`src/rtl/lamp_if.sv`:
```
// Control/lamp bundle between the bound-flasher control FSM (master) and the
// lamp output stage (slave).
interface lamp_if #(
  parameter int unsigned N_LAMP = 16,
  parameter int unsigned CW     = $clog2(N_LAMP + 1)
);
  logic [1:0]        control;
  logic [N_LAMP-1:0] lamp;
  logic [CW-1:0]     lit_cnt;
  logic              step;
  logic              full;
  logic              empty;

  modport master (output control, input lamp, lit_cnt, step, full, empty);
  modport slave  (input control, output lamp, lit_cnt, step, full, empty);
endinterface

```
`src/rtl/lamp_driver.sv`:
```
// Lamp output stage: keeps an N-lamp thermometer bar that grows, shrinks, holds
// or clears one lamp per divided step, as commanded by the 2-bit control code.
module lamp_driver #(
  parameter int unsigned N_LAMP   = 16,
  parameter int unsigned STEP_DIV = 1,
  parameter int unsigned CW       = $clog2(N_LAMP + 1)
) (
  input logic   clk,
  input logic   rst_n,
  lamp_if.slave bus
);
  localparam int unsigned DW = (STEP_DIV > 1) ? $clog2(STEP_DIV) : 1;

  localparam logic [1:0] CTL_HOLD      = 2'b00;
  localparam logic [1:0] CTL_SHIFT_ON  = 2'b01;
  localparam logic [1:0] CTL_SHIFT_OFF = 2'b10;
  localparam logic [1:0] CTL_CLEAR     = 2'b11;

  logic [1:0]        ctl_q;
  logic [DW-1:0]     div_cnt, div_nxt;
  logic [N_LAMP-1:0] lamp_q, lamp_nxt;
  logic [CW-1:0]     cnt_q, cnt_nxt;
  logic              step_q, step_nxt;
  logic              full_q, empty_q;
  logic              chg, tick;

  // Divider and next bar state; a code change restarts step timing from zero.
  always_comb begin
    chg      = (bus.control != ctl_q);
    tick     = 1'b0;
    div_nxt  = '0;
    lamp_nxt = lamp_q;
    cnt_nxt  = cnt_q;
    step_nxt = 1'b0;

    if ((bus.control == CTL_SHIFT_ON || bus.control == CTL_SHIFT_OFF) && !chg) begin
      tick    = (div_cnt == DW'(STEP_DIV - 1));
      div_nxt = tick ? '0 : div_cnt + DW'(1);
    end

    case (bus.control)
      CTL_CLEAR: begin
        lamp_nxt = '0;
        cnt_nxt  = '0;
      end
      CTL_SHIFT_ON: begin
        if (tick && !full_q) begin
          lamp_nxt = {lamp_q[N_LAMP-2:0], 1'b1};
          cnt_nxt  = cnt_q + CW'(1);
          step_nxt = 1'b1;
        end
      end
      CTL_SHIFT_OFF: begin
        if (tick && !empty_q) begin
          lamp_nxt = {1'b0, lamp_q[N_LAMP-1:1]};
          cnt_nxt  = cnt_q - CW'(1);
          step_nxt = 1'b1;
        end
      end
      default: begin
      end
    endcase
  end

  // full/empty are registered from the next count so they always track lit_cnt.
  always_ff @(posedge clk) begin
    if (!rst_n) begin
      ctl_q   <= CTL_HOLD;
      div_cnt <= '0;
      lamp_q  <= '0;
      cnt_q   <= '0;
      step_q  <= 1'b0;
      full_q  <= 1'b0;
      empty_q <= 1'b1;
    end else begin
      ctl_q   <= bus.control;
      div_cnt <= div_nxt;
      lamp_q  <= lamp_nxt;
      cnt_q   <= cnt_nxt;
      step_q  <= step_nxt;
      full_q  <= (cnt_nxt == CW'(N_LAMP));
      empty_q <= (cnt_nxt == '0);
    end
  end

  assign bus.lamp    = lamp_q;
  assign bus.lit_cnt = cnt_q;
  assign bus.step    = step_q;
  assign bus.full    = full_q;
  assign bus.empty   = empty_q;
endmodule

```
`src/flat_wrapper.sv`:
```
// flat-port wrapper written by rule: the top's interface ports become plain ports
module lamp_driver_flat 
#(
  parameter int unsigned N_LAMP   = 16,
  parameter int unsigned STEP_DIV = 1,
  parameter int unsigned CW       = $clog2(N_LAMP + 1)
)
  (clk, rst_n, bus_control, bus_lamp, bus_lit_cnt, bus_step, bus_full, bus_empty);
  lamp_if #(.N_LAMP(N_LAMP), .CW(CW)) bus_i ();
  input logic clk;
  input logic rst_n;
  input wire logic [$bits(bus_i.control)-1:0] bus_control;
  output wire logic [$bits(bus_i.lamp)-1:0] bus_lamp;
  output wire logic [$bits(bus_i.lit_cnt)-1:0] bus_lit_cnt;
  output wire logic [$bits(bus_i.step)-1:0] bus_step;
  output wire logic [$bits(bus_i.full)-1:0] bus_full;
  output wire logic [$bits(bus_i.empty)-1:0] bus_empty;
  assign bus_i.control = bus_control;
  assign bus_lamp = bus_i.lamp;
  assign bus_lit_cnt = bus_i.lit_cnt;
  assign bus_step = bus_i.step;
  assign bus_full = bus_i.full;
  assign bus_empty = bus_i.empty;
  lamp_driver #(.N_LAMP(N_LAMP), .STEP_DIV(STEP_DIV), .CW(CW)) u_core (.clk(clk), .rst_n(rst_n), .bus(bus_i));
endmodule
```
`config.mk`:
```
export PLATFORM = sky130hd
export DESIGN_NAME = lamp_driver_flat
export DESIGN_NICKNAME = d
export VERILOG_FILES = /design/src/rtl/lamp_if.sv /design/src/rtl/lamp_driver.sv /design/src/flat_wrapper.sv
export SDC_FILE = /design/constraint.sdc
export NUM_CORES = 1
export LEC_CHECK = 0
export CORE_AREA = 8 8 64 66
export CTS_CLUSTER_SIZE = 8
export DETAILED_ROUTE_END_ITERATION = 8
export DIE_AREA = 0 0 72 74
export PLACE_DENSITY = 0.77
export SLEW_MARGIN = 20
export SYNTH_ARGS = -nofsm -noshare
export SYNTH_HDL_FRONTEND = slang
export SYNTH_SLANG_ARGS = --single-unit
```
`constraint.sdc`:
```
create_clock -name clk -period 2.5 [get_ports clk]
set_input_delay 0.375 -clock clk [delete_from_list [all_inputs] [get_ports clk]]
set_output_delay 0.375 -clock clk [all_outputs]
set_load 0.02 [all_outputs]
```
==> impl_metrics.csv <==
group,metric,value,unit
clock_network,cts_hold_buf,0,
synth,synth-seq-cells,27,
routing,drtIter0Drc,134,
setup_path,endpoint_kind,"flip-flop",
grt,grt_remaining_overflow,0,
clock_network,post_cts_buffers,0,
placed_design,numPortBuffers,27,
power_and_ir_drop,p_leak,0.9271,nW
run,drv_cap,0,
grt,grt_max_degree,33,
setup_path,cp_data_required_time,2.74,ns
floorplanning,die_x,72,um
synth,ys_warn_count,0,
synth,postSynth.asyncResetShare,0,%
setup_path,crit_fanout,6,
floorplanning,rows,21,
synth,syn_inst,171,
timing,grt_setup_unrepaired,"false",
synth,postSynthAreaPerCell,9.014,um2
timing,slew_headroom,65.47,%
synth,synth_area_leader_cell,"dfxtp_1",
clock_network,cts-htree-levels,1,
clock_network,clk_pin_slew_worst_paths,0.15,ns
floorplanning,design.core.area,3179,um2
setup_path,slowest_stage,"clkdlybuf4s50_1",
setup_path,reg2reg_depth,5,
timing,hold_viol,0,
setup_path,critPathArrivalTime,2.65,ns
timing,finalCriticalPeriod,2.414,ns
timing,layout_setup_ws,0.08596,ns
placed_design,placedInstanceArea,1979,um2
routing,ant_nets,0,
timing,timing.setup.tns,0,ns
power_and_ir_drop,vdd_drop_max,0.3185,mV
clock_network,cts_sinks,27,
clock_network,numCtsBuffers,3,
outcome,status,"finished, final reports clean",
power_and_ir_drop,p_per_area,415.3,nW/um2
placed_design,dp.cells,250,
timing,slew_violations,0,
synth,synth_fp_nets,181,
placed_design,dpl_worst_slack,-0.3270,ns
final_layout,final-instance-count-excl-fill,254,
clock_network,clk_latency,0.33,ns
synth,synthTopCellsByCount,"dfxtp_1, nand2_1, a22oi_1, o211a_1, clkbuf_1",
clock_network,cts.repair.resized,0,
grt,grt_pass1_vias,1342,
grt,track_usage,15.03,%
floorplanning,dieArea,5328,um2
final_layout,nets,219,
clock_network,cts_tree,"yes",
final_layout,syn_to_final_growth,31.58,%
timing,setup-violations-final,0,
synth,synth.cell_area,1541,um2
setup_path,startpoint_type,"input port",
routing,dr_total_vias,1428,
placed_design,gp_congestion,0.8793,
hold_path,holdPathStages,1,
power_and_ir_drop,power,842.3,uW
final_layout,utilization,63.79,%
clock_network,cts.path.max_buffers,2,
synth,yosys-top-cells-area,"dfxtp_1, o211a_1, a22oi_1, nand2_1, ha_1",
timing,fmax,414.2,MHz
grt,antenna_found_initial,0,
final_layout,final_area,2028,um2
timing,timing.hold.ws,0.5669,ns
timing,fin_crit_sh,96.56,%
setup_path,path_class,"in -> reg",
floorplanning,ios,28,
setup_path,cpPeakStageDelay,0.47,ns
hold_path,worstHoldPathType,"reg -> reg",
routing,drcViolationCount,0,
floorplanning,start_util,48.48,%
placed_design,place_hpwl,2937,um
routing,dr.pass1.iters,4,
synth,synth_top_area_share,35.06,%
synth,synth_most_common_cell,"dfxtp_1",
synth,synth_edf_count,0,
synth,ys_seq_area_share,35.06,%
setup_path,cp_cell_sequence,"clkdlybuf4s50_1, inv_1, ha_1, nand2b_1, buf_4, nor4_1, mux2i_1, a221o_1, o41ai_2",
final_layout,drive_gt1_share,16.83,%
final_layout,num_antenna_cells,0,
timing,worst-slew-pin-transition,0.5180,ns
synth,ys.flop_type,"dfxtp_1",
routing,post_drt_wl_per_cell,15.32,um
routing,wl,3891,um
timing,clock-skew-final,0.02011,ns
floorplanning,chipHeight,74,um
synth,yosysUniqueCellTypes,39,
clock_network,cts-root-buf,"clkbuf_4",
grt,grt_pass1_wl,6403,um
routing,vias_per_cell,5.622,
[state kept, by name, indices dropped and copies added, names as in the netlist]
signal,cells
u_core.bus.full,1
u_core.bus.lamp,16
u_core.div_cnt,1
u_core.bus.lit_cnt,5
u_core.ctl_q,2
u_core.bus.step,1
u_core.bus.empty,1
[power breakdown]
group	switching (mW)	internal (mW)
Combinational	0.0981	0.0882
Clock	0.125	0.0611
Sequential	0.0207	0.449
[worst paths after layout]
check,start,end,slack [ns]
min,u_core.bus.lamp[0]$_SDFFE_PN0P_,u_core.bus.lamp[0]$_SDFFE_PN0P_,0.57
max reg2reg,u_core.bus.lit_cnt[2]$_SDFF_PN0_,u_core.bus.empty$_SDFF_PN1_,0.30
max,bus_control[0],u_core.bus.empty$_SDFF_PN1_,0.09
min reg2reg,u_core.bus.lamp[0]$_SDFFE_PN0P_,u_core.bus.lamp[0]$_SDFFE_PN0P_,0.57
[layout by cell type (no fill, tap or decap), types with 2 or more instances in the layout]
master	netlist	routed
nor4_1	6	4
nor4_2	0	2
a22oi_1	15	15
xnor2_1	2	2
xor2_2	2	2
o41ai_1	2	2
and3_1	2	2
clkbuf_4	0	3
nand2_1	21	21
ha_1	6	6
o211a_1	15	15
inv_1	6	6
clkdlybuf4s50_1	0	27
nand2b_1	5	5
nand4b_1	2	2
nand4_1	2	2
dfxtp_1	27	27
nor2b_1	4	4
a221o_1	2	2
buf_4	0	19
or3b_2	2	2
mux2_1	2	2
and2_1	6	6
mux2i_1	5	5
and2_2	2	2
nor2_1	6	6
[layer usage]
metal / part of all wire (%) / global-route usage, % / vias to the layer above
met5: 0 / 0 / -
met4: 1.7 / 4.989 / 0
met3: 6.3 / 4.313 / 6
met2: 51 / 26.72 / 40
met1: 41 / 16.88 / 685
li1: - / - / 697
[critical path, delay by kind of cell]
family,cells,cell delay [ns]
compound gates,2,0.67
fa+ha+maj,1,0.29
buf+inv,3,0.72
mux,1,0.13
simple gates,2,0.46
[cell families after synthesis]
kind of cell	after synthesis	synth area share (%)
buffers and inverters	20	4.870
DFF	27	35.07
other	1	0.2433
and+or+nand+nor	62	21.75
adders and majority gates	6	4.870
AOI/OAI and AO/OA	43	24.51
muxes	8	5.438
xor gates and xnor gates	4	3.247
[area by class of cell]
class                           count  area [um2]
Inverter                            6       22.52
Sequential cell                    27       540.5
Multi-Input combinational cell    124       944.7
Timing Repair Buffer               47       432.9
Clock buffer                        3       22.52
Clock inverter                      1       7.507
Tap cell                           46       57.56
Fill cell                         275        1151
Power figures use the tool's default switching activity.
